[src/rtl/fetch_prefetch_queue_if.sv]
// Signal bundle between the prefetch queue, the instruction memory and the IF stage.
// The master modport is the prefetch queue; the slave modport is its environment.
interface fetch_prefetch_queue_if #(
  parameter int ADDR_W = 12,
  parameter int FILL_W = 3
);
  logic              redirect;
  logic [15:0]       redirect_pc;
  logic              imem_req;
  logic [ADDR_W-1:0] imem_addr;
  logic [15:0]       imem_data;
  logic              if_valid;
  logic [15:0]       if_pc;
  logic [15:0]       if_instr;
  logic              if_ready;
  logic [FILL_W-1:0] fill_level;

  // Head handshake: an entry transfers on every posedge where if_valid && if_ready;
  // if_valid never depends on if_ready, and if_pc/if_instr hold until the transfer.
  modport master (
    input  redirect, redirect_pc, imem_data, if_ready,
    output imem_req, imem_addr, if_valid, if_pc, if_instr, fill_level
  );

  modport slave (
    output redirect, redirect_pc, imem_data, if_ready,
    input  imem_req, imem_addr, if_valid, if_pc, if_instr, fill_level
  );
endinterface

[src/rtl/fetch_prefetch_queue.sv]
// Instruction prefetch queue feeding the IF stage; owns the instruction memory port.
// Optional PREFETCH_JUMP_PREDECODE_EN: stop fetching after a pushed 4'hF (jump) opcode.
module fetch_prefetch_queue #(
  parameter int          DEPTH    = 4,
  parameter logic [15:0] RESET_PC = 16'h0000,
  parameter int          ADDR_W   = 12
) (
  input logic                    clk,
  input logic                    rst,
  fetch_prefetch_queue_if.master bus
);
  localparam int FILL_W = $clog2(DEPTH + 1);
  localparam int PTR_W  = $clog2(DEPTH);

  logic [15:0]       fpc;
  logic              inflight;
  logic [15:0]       inflight_pc;
  logic [15:0]       q_pc    [DEPTH];
  logic [15:0]       q_instr [DEPTH];
  logic [PTR_W-1:0]  rd_ptr;
  logic [PTR_W-1:0]  wr_ptr;
  logic [FILL_W-1:0] count;
  logic [FILL_W:0]   used;
  logic              halt;
  logic              issue;
  logic              push;
  logic              pop;
  logic              head_valid;

  // Credits include the outstanding fetch, so a response always has a free slot.
  assign used       = {1'b0, count} + {{FILL_W{1'b0}}, inflight};
  assign issue      = !rst && !bus.redirect && !halt && (used < (FILL_W + 1)'(DEPTH));
  assign push       = inflight && !bus.redirect;
  assign head_valid = (count != '0);
  assign pop        = head_valid && bus.if_ready;

  assign bus.imem_req   = issue;
  assign bus.imem_addr  = fpc[ADDR_W-1:0];
  assign bus.if_valid   = head_valid;
  assign bus.if_pc      = head_valid ? q_pc[rd_ptr]    : 16'h0000;
  assign bus.if_instr   = head_valid ? q_instr[rd_ptr] : 16'h0000;
  assign bus.fill_level = count;

  always_ff @(posedge clk or posedge rst) begin
    if (rst) begin
      fpc         <= RESET_PC;
      inflight    <= 1'b0;
      inflight_pc <= 16'h0000;
      rd_ptr      <= '0;
      wr_ptr      <= '0;
      count       <= '0;
    end else if (bus.redirect) begin
      fpc      <= bus.redirect_pc & 16'hFFFE;
      inflight <= 1'b0;
      rd_ptr   <= '0;
      wr_ptr   <= '0;
      count    <= '0;
    end else begin
      inflight <= issue;
      if (issue) begin
        inflight_pc <= fpc;
        fpc         <= fpc + 16'd2;
      end
      if (push) wr_ptr <= wr_ptr + 1'b1;
      if (pop)  rd_ptr <= rd_ptr + 1'b1;
      case ({push, pop})
        2'b10:   count <= count + 1'b1;
        2'b01:   count <= count - 1'b1;
        default: count <= count;
      endcase
    end
  end

  // Entry storage needs no reset: the head is masked while count is zero.
  always_ff @(posedge clk) begin
    if (push) begin
      q_pc[wr_ptr]    <= inflight_pc;
      q_instr[wr_ptr] <= bus.imem_data;
    end
  end

`ifdef PREFETCH_JUMP_PREDECODE_EN
  always_ff @(posedge clk or posedge rst) begin
    if (rst) begin
      halt <= 1'b0;
    end else if (bus.redirect) begin
      halt <= 1'b0;
    end else if (push && (bus.imem_data[15:12] == 4'hF)) begin
      halt <= 1'b1;
    end
  end
`else
  assign halt = 1'b0;
`endif
endmodule

[src/flat_wrapper.sv]
// flat-port wrapper written by rule: the top's interface ports become plain ports
module fetch_prefetch_queue_flat 
#(
  parameter int          DEPTH    = 4,
  parameter logic [15:0] RESET_PC = 16'h0000,
  parameter int          ADDR_W   = 12
)
  (clk, rst, bus_redirect, bus_redirect_pc, bus_imem_data, bus_if_ready, bus_imem_req, bus_imem_addr, bus_if_valid, bus_if_pc, bus_if_instr, bus_fill_level);
  fetch_prefetch_queue_if #(.ADDR_W(ADDR_W), .FILL_W((3))) bus_i ();
  input logic clk;
  input logic rst;
  input wire logic [$bits(bus_i.redirect)-1:0] bus_redirect;
  input wire logic [$bits(bus_i.redirect_pc)-1:0] bus_redirect_pc;
  input wire logic [$bits(bus_i.imem_data)-1:0] bus_imem_data;
  input wire logic [$bits(bus_i.if_ready)-1:0] bus_if_ready;
  output wire logic [$bits(bus_i.imem_req)-1:0] bus_imem_req;
  output wire logic [$bits(bus_i.imem_addr)-1:0] bus_imem_addr;
  output wire logic [$bits(bus_i.if_valid)-1:0] bus_if_valid;
  output wire logic [$bits(bus_i.if_pc)-1:0] bus_if_pc;
  output wire logic [$bits(bus_i.if_instr)-1:0] bus_if_instr;
  output wire logic [$bits(bus_i.fill_level)-1:0] bus_fill_level;
  assign bus_i.redirect = bus_redirect;
  assign bus_i.redirect_pc = bus_redirect_pc;
  assign bus_i.imem_data = bus_imem_data;
  assign bus_i.if_ready = bus_if_ready;
  assign bus_imem_req = bus_i.imem_req;
  assign bus_imem_addr = bus_i.imem_addr;
  assign bus_if_valid = bus_i.if_valid;
  assign bus_if_pc = bus_i.if_pc;
  assign bus_if_instr = bus_i.if_instr;
  assign bus_fill_level = bus_i.fill_level;
  fetch_prefetch_queue #(.DEPTH(DEPTH), .RESET_PC(RESET_PC), .ADDR_W(ADDR_W)) u_core (.clk(clk), .rst(rst), .bus(bus_i));
endmodule
[config.mk]
export PLATFORM = sky130hd
export DESIGN_NAME = fetch_prefetch_queue_flat
export DESIGN_NICKNAME = d
export VERILOG_FILES = /design/src/rtl/fetch_prefetch_queue_if.sv /design/src/rtl/fetch_prefetch_queue.sv /design/src/flat_wrapper.sv
export SDC_FILE = /design/constraint.sdc
export NUM_CORES = 1
export LEC_CHECK = 0
export ABC_AREA = 1
export CAP_MARGIN = 5
export CORE_MARGIN = 2
export CORE_UTILIZATION = 30
export CTS_CLUSTER_SIZE = 24
export DETAILED_ROUTE_END_ITERATION = 6
export GPL_ROUTABILITY_DRIVEN = 0
export GPL_TIMING_DRIVEN = 0
export PLACE_DENSITY_LB_ADDON = 0.25
export SLEW_MARGIN = 25
export SYNTH_ARGS = -nofsm -noshare
export SYNTH_HDL_FRONTEND = slang
export SYNTH_SLANG_ARGS = --single-unit
[constraint.sdc]
create_clock -name clk -period 2.63 [get_ports clk]
set_clock_uncertainty 0.1 [all_clocks]
set_input_delay 0.526 -clock clk [delete_from_list [all_inputs] [get_ports clk]]
set_output_delay 0.526 -clock clk [all_outputs]
set_load 0.02 [all_outputs]
==> results summary, run 1 <==
The critical path in this run is classified as reg2out. The depth of the CTS H-tree came out at 4. The total clock sinks came out at 162.

The total of warnings raised by yosys came out at 0. OpenSTA, run right after detailed placement, puts the worst setup slack at -267 ps. The setup slack on the worst flop-to-flop path came out at 650 ps.

The final net count came out at 798. The detailed-placement wirelength estimate came out at 11,000 um. The total inserted antenna cells came out at 0. The first global-routing pass estimated 26,000 um of wire. The register bit total from synthesis is 162.

The cell sitting at the root of the clock tree is a sky130_fd_sc_hd__clkbuf_16. The number of max-slew violations in the final report was 0. Of the synthesized area, sequential elements account for 0.670. The met1 routing resource usage after global routing is 0.191. The clock slew at the register clock pins of the worst setup and hold paths came out at 70 ps. The routing layer with the top usage in global route is met2. The count of input and output buffers is 81. The number of buffers between clock root and the deepest sink came out at 2. The worst hold margin is 324 ps.

The number of top-level pins is 85. Of the cells placed in the final design, the portion with a size suffix greater than 1 is 0.173. After synthesis the cells add up to 6970 um^2. The number of max-capacitance violations reported is 0. A synthesized cell averages 10.7 um^2. After detailed routing, the number of remaining DRC violations is 0. The final critical path time including I/O delays and setup came out at 2590 ps.

The area share of the leading cell type in the synthesized netlist is 0.534. The floorplan core area came out at 22,700 um^2. The number of filler cells placed in the layout came out at 2,220. The largest fanout of any net on the critical path came out at 10. The first detailed-routing pass took 4 iterations.

The clock latency at the later pin of the worst-skew pair came out at 420 ps. The total power is 0.00880 W. The overall routing resource usage came out at 0.142. The via count of the first global-routing pass came out at 4,694. For met3 alone, demand over resource in global routing was 0.0371. The initial antenna violation count is 0. In the post-synthesis netlist, the biggest area contributors are sky130_fd_sc_hd__edfxtp_1 (53%), sky130_fd_sc_hd__dfrtp_1 (14%), sky130_fd_sc_hd__nor2_1 (7.6%), sky130_fd_sc_hd__o21ai_0 (5.4%), sky130_fd_sc_hd__nand2_1 (4.8%). The worst setup path is launched from a flip-flop. The minimum setup slack in the final design is 38.2 ps. The met2 demand-to-capacity share in global routing came out at 0.226. The detailed router finished its first iteration with 263 violations. The maximum frequency from static timing analysis is 386 MHz.

The total vias in the final route came out at 4,750. The detail-routed net length per standard cell came out at 15.6 um. The areal power density over the cells is 995 nW/um^2. STA classifies the critical path endpoint as an output port.

The worst slew slack as a fraction of its limit is 0.588. The required arrival time at the worst endpoint came out at 2000 ps. Hold repair after CTS inserted 0 buffers. Setup repair after global routing could not meet its margin everywhere.

The data arrival time of the critical path is 1970 ps. At the pin with the least slew margin, the transition time is 617 ps. The leakage power of the design came out at 3.45 nW. TritonCTS built the clock tree.

The largest area contributor in the netlist is sky130_fd_sc_hd__edfxtp_1. The width of the die came out at 156 um. The number of instances in the synthesized netlist came out at 651.

The pin count of the biggest net entering global routing came out at 26. In this run the worst hold path is classified as in2async. Wires add up to 16,400 um.

The die is 156 um tall. The post-synthesis cell type count came out at 29. The total overflow reported by the global router came out at 0. Post-CTS timing repair inserted 0 buffers for setup. The area added between synthesis and finish came out at 26.9%. The total CTS buffers came out at 17. The floorplan has 55 rows. The final sum of negative setup slack is 0 ps. The flow ran to the end, and the final reports show no timing, DRC or antenna violations. The post-route antenna net violation count came out at 0.

The starting utilization of the core area came out at 0.307. Using the TritonRoute via totals, the vias-per-cell ratio works out to 4.51. The count of final hold-check violations came out at 0. The area of the die came out at 24,500 um^2. The setup-violating endpoint count in the final report is 0. The highest ir drop seen on vdd is 479 uV.

Dividing the final minimum period by the clock period gives 0.985.
stage by stage:
stage | instances | area (um^2) | utilization
2_1_floorplan | 652 | 6980 | -
3_3_place_gp | 1018 | 8140 | 0.359
3_5_place_dp | 1023 | 8300 | 0.365
4_1_cts | 1054 | 8920 | 0.393
5_1_grt | 1054 | 8840 | 0.389
6_report | 1054 | 8840 | 0.389
layout by cell type (no fill, tap or decap), types with 3 or more instances in the layout:
cell type,n
sky130_fd_sc_hd__buf_2,7
sky130_fd_sc_hd__dfrtp_1,35
sky130_fd_sc_hd__nand3_1,24
sky130_fd_sc_hd__nor2_4,6
sky130_fd_sc_hd__clkbuf_2,25
sky130_fd_sc_hd__nor2_2,3
sky130_fd_sc_hd__nor2_1,137
sky130_fd_sc_hd__o211ai_1,4
sky130_fd_sc_hd__nand4_1,4
sky130_fd_sc_hd__a21oi_1,33
sky130_fd_sc_hd__inv_6,3
sky130_fd_sc_hd__buf_4,26
sky130_fd_sc_hd__nand2_2,4
sky130_fd_sc_hd__inv_1,30
sky130_fd_sc_hd__bufinv_16,3
sky130_fd_sc_hd__edfxtp_1,124
sky130_fd_sc_hd__nand2_1,89
sky130_fd_sc_hd__dlygate4sd2_1,6
sky130_fd_sc_hd__buf_16,3
sky130_fd_sc_hd__clkbuf_4,4
sky130_fd_sc_hd__o21ai_0,75
sky130_fd_sc_hd__clkdlybuf4s50_1,49
sky130_fd_sc_hd__inv_2,7
sky130_fd_sc_hd__clkbuf_16,17
sky130_fd_sc_hd__clkinv_4,5
sky130_fd_sc_hd__dfrtp_2,3
sky130_fd_sc_hd__o21ai_1,12
sky130_fd_sc_hd__ha_1,5
per-layer routing:
metal  part of all wire  routed length (um)  up-vias
li1                   -                   -     2418
met1               0.47                7790     2205
met2               0.47                7700      113
met3              0.046                 762       14
met4              0.010                 169        0
met5                  0                   0        -
power breakdown:
part	internal [W]	switching (W)
Combinational	0.00102	0.00190
Clock	0.00150	0.00101
Sequential	0.00311	0.000263
state kept, by name, indices dropped and copies added, names as in the netlist:
signal	flops
u_core.inflight_pc	15
u_core.fpc	15
u_core.q_instr	64
u_core.bus.fill_level	3
u_core.inflight	1
u_core.q_pc	60
u_core.wr_ptr	2
u_core.rd_ptr	2
area by class of cell:
cell class	instances	area [um^2]	area share
Clock inverter	15	181	0.0205
Clock buffer	17	425	0.0481
Tap cell	285	357	0.0403
Timing Repair Buffer	86	818	0.0925
Buffer	41	287	0.0324
Multi-Input combinational cell	410	1950	0.221
Inverter	38	145	0.0164
Sequential cell	162	4680	0.529
synth_stat cells, drive strengths merged:
cell type    n
conb         1
or2          1
nand3       28
dfrtp       38
xnor2        1
xor2         2
a21oi       34
nand2       94
ha           5
buf         30
fa           1
edfxtp     124
o21ai       87
o211ai       4
inv         38
nor2       147
clkbuf      12
nand4        4
timing repair:
item	in CTS	in global routing
gates resized for setup	66	47
endpoints found under the hold margin	0	0
setup endpoints to repair	32	31
pin swaps	2	3
critical path, stage by stage (launching register included):
cell	delay [ps]
sky130_fd_sc_hd__dfrtp_1	320
sky130_fd_sc_hd__buf_4	190
sky130_fd_sc_hd__buf_4	220
sky130_fd_sc_hd__nor2_1	60
sky130_fd_sc_hd__nor2_1	80
sky130_fd_sc_hd__o21ai_0	110
sky130_fd_sc_hd__a21oi_1	250
sky130_fd_sc_hd__clkdlybuf4s15_2	300
path summary, 6_finish.rpt:
check | startpoint | cells after the start | end
setup / recovery | u_core.rd_ptr[0] | 7 | bus_if_pc[6]
hold / removal | rst | 2 | u_core.fpc[8]
setup reg to reg | u_core.bus.fill_level[1] | 11 | u_core.bus.fill_level[2]
hold reg to reg | u_core.inflight_pc[9] | 0 | u_core.q_pc[3][9]
max in group asynchronous | rst | 3 | u_core.rd_ptr[1]
min in group clk | u_core.inflight_pc[9] | 0 | u_core.q_pc[3][9]
cells by family (layout without fill, tap and decap cells):
logic type,Yosys count,in the layout,synth area share
other cells,1,2,0.000538
flops,162,162,0.670
fa+ha+maj,6,6,0.0118
simple gates,274,274,0.166
xor+xnor,3,3,0.00377
buf+inv,80,197,0.0558
compound gates,125,125,0.0912
Note: power is estimated with default switching activity, not from simulation.
==> run 2: changes to the inputs <==
==> constraint.sdc (replaced) <==
create_clock -name clk -period 2.63 [get_ports clk]
set_clock_uncertainty 0.1 [all_clocks]
set_input_delay 0.263 -clock clk [delete_from_list [all_inputs] [get_ports clk]]
set_output_delay 0.263 -clock clk [all_outputs]
set_load 0.02 [all_outputs]
==> run 2 against run 1 <==
Via count rose by 0.23%. Non-clock buffer count did not move. Design area rose by 0.61%. Flip-flop and latch count unchanged. Wire length about the same. Die area did not move. First-iteration DRC count rose by 4.2%. Sequential share of layout area is 0.36 points lower. Critical path type unchanged. Largest power group unchanged.
==> results summary, run 2 (synthesis gave the netlist of run 1 again) <==
At the placement stage, the worst setup path has a slack of 198 ps. The number of top-level pins came out at 85. The areal power density over the cells came out at 988 nW/um^2. The total setup buffers inserted after CTS is 0.

The highest ir drop seen on vdd came out at 474 uV. The combined area of the multi-input logic cells is 1940 um^2. Cell internal power was estimated by the tool at 0.00565 W.

The via count of the first global-routing pass is 4,693. After detailed routing, the number of vias per cell comes to 4.52. The first global-routing pass estimated 26,000 um of wire. The detail-routed net length per standard cell is 15.6 um. The number of DRC violations after detailed-routing iteration 0 came out at 274. The number of buffers between clock root and the deepest sink is 2. The signal on the critical path passes through buf_2 -> inv_2 -> clkbuf_4 -> o21ai_0 -> a21oi_1 -> dlygate4sd2_1. The clock latency at the later pin of the worst-skew pair is 420 ps. CTS saw 162 sinks.

The final critical path time including I/O delays and setup is 2490 ps. The number of core rows is 55. The die covers 24,500 um^2.

The H-tree generated during clock tree synthesis spans 4 levels. The data arrival time of the critical path is 2130 ps. The floorplan step set the die width to 156 um. The area growth from synthesis to layout is 27.6%.

The total inserted antenna cells is 0. The analysis attributes to cell leakage a power of 3.55 nW. The number of hold-repair buffers added at the cts stage came out at 0.

The die is 156 um tall. The register area is 4670 um^2. The run finished with clean final reports. The number of buffers and inverters on the critical path came out at 4.

The slew of the pin with the lowest slew margin came out at 627 ps. The required arrival time at the worst endpoint came out at 2270 ps. The net switching share of the total power came out at 0.357. The total length of routed wires is 16,400 um.

The sequential power share is 0.383. For this configuration, the core starts out at a cell density of 0.307. Once detailed placement completed, the half-perimeter wirelength came to 11,000 um. The total CTS buffers is 17. The first-pass iteration count of the detailed router is 5. Clock-pin slew was measured on the worst setup and hold paths at 60 ps. The residual DRC count came out at 0. The overall routing resource usage is 0.142.

In the layout the commonest cells are sky130_fd_sc_hd__nor2_1 (137), sky130_fd_sc_hd__edfxtp_1 (124), sky130_fd_sc_hd__nand2_1 (89). Counting the fill cells in the layout gives 2,229. The number of max-slew violations in the final report is 0.

Among cell families on the critical path, the largest total delay comes from buffers and inverters. The pin count of the biggest net entering global routing is 26. Of the available clock period, the critical path in the final layout requires 0.946. The largest fanout of any net on the critical path is 10. The cell chosen for the clock root is sky130_fd_sc_hd__clkbuf_16.

The share of total power dissipated in the clock network is 0.286. Setup repair after global routing left no endpoint under its margin. The initial antenna violation count was 0.

The launching element type of the critical path is a flip-flop. TritonCTS built the clock tree. After the last flow step, the layout net total stands at 798. The maximum frequency from static timing analysis is 402 MHz. met2 is the most crowded layer. The worst stage delay on the critical path came out at 370 ps. The total overflow reported by the global router came out at 0. The routed layout has 4,761 vias. The post-route cell area came out at 8900 um^2. The count of input and output buffers is 81.

The count of nets left with antenna violations once routing finished came out at 0. Setup violations remaining at the end of the flow were counted as 0. The most flop-heavy register is u_core.q_instr. The cell with the largest stage delay on the worst path is sky130_fd_sc_hd__dlygate4sd2_1. The number of flip-flops under the largest register name came out at 64.

The minimum setup slack in the final design is 141 ps. The largest registers in the layout are u_core.q_instr: 64 flops, u_core.q_pc: 60 flops. The worst slew slack as a fraction of its limit is 0.581. The cell area reported after detailed placement is 8300 um^2. The analysis attributes to net switching a power of 0.00314 W. The count of final hold-check violations was 0. The worst min-delay path class is in2async. The worst setup path is captured at an output port. Max-cap violations in this run came to 0. The met1 routing resource usage after global routing is 0.192. The share of layout cells above drive strength 1 came out at 0.131. The critical path is of the reg2out type.

In the global route stage, met3 resource usage came out at 0.0371. After floorplanning, the core was sized to cover 22,700 um^2. The met2 demand-to-capacity share in global routing is 0.225. The library cell used most frequently in the layout, excluding fill and tap cells, is sky130_fd_sc_hd__nor2_1. The share of total power dissipated in combinational logic is 0.331.
run 2: cell count changes in the layout (fill, tap and decap cells not counted), sizes merged:
cell,before,now
buf,39,32
clkdlybuf4s50,49,50
clkdlybuf4s15,4,0
clkbuf,46,31
dlygate4sd2,6,27
dlymetal6s2s,0,4
run 2: through the flow:
| stage | std cells | hold slack, ps | power [W] | setup TNS [ps] | util |
|---|---|---|---|---|---|
| floorplan | 652 | 262 | 0.00509 | 0 | - |
| global placement | 1018 | 404 | 0.00652 | -167490 | 0.359 |
| detailed placement | 1023 | 410 | 0.00656 | 0 | 0.365 |
| CTS | 1055 | 52.5 | 0.00891 | -303 | 0.391 |
| global route | 1054 | 67.0 | 0.00931 | 0 | 0.392 |
| finish | 1054 | 57.6 | 0.00879 | 0 | 0.392 |
run 2: worst paths after layout:
| kind | cells after the start | start | slack [ps] | endpoint |
|---|---|---|---|---|
| worst max register to register | 11 | u_core.bus.fill_level[2] | 660 | u_core.bus.fill_level[2] |
| worst min register to register | 0 | u_core.inflight_pc[8] | 420 | u_core.q_pc[1][8] |
| worst min-delay path | 2 | rst | 60 | u_core.fpc[14] |
| max in group asynchronous | 3 | rst | 1930 | u_core.inflight_pc[2] |
| worst max-delay path | 6 | u_core.rd_ptr[0] | 140 | bus_if_pc[6] |
| min in group clk | 3 | bus_redirect_pc[8] | 310 | u_core.fpc[8] |
run 2: cell type report:
| class | count | share of cell area |
|---|---|---|
| Sequential cell | 162 | 0.525 |
| Multi-Input combinational cell | 410 | 0.218 |
| Timing Repair Buffer | 86 | 0.102 |
| Clock buffer | 17 | 0.0478 |
| Tap cell | 285 | 0.0401 |
| Buffer | 41 | 0.0299 |
| Clock inverter | 15 | 0.0204 |
| Inverter | 38 | 0.0160 |
run 2: power by group through the flow:
stage	sequential (W)	clock, W	combinational (W)
3_5_place_dp	0.00342	0	0.00314
5_1_grt	0.00341	0.00269	0.00322
3_3_place_gp	0.00342	0	0.00310
4_1_cts	0.00337	0.00258	0.00296
6_report	0.00337	0.00251	0.00291
2_1_floorplan	0.00336	0	0.00173
run 2: routing by layer:
layer / vias to the layer above / share of wire
met5: - / 0
met4: 0 / 0.010
met3: 13 / 0.049
met2: 120 / 0.46
met1: 2208 / 0.48
li1: 2420 / -
run 2: repair_timing:
| item | 4_1_cts | 5_1_grt |
|---|---|---|
| gates cloned | 0 | 0 |
| resized for setup | 34 | 9 |
| setup endpoints to repair | 31 | 7 |
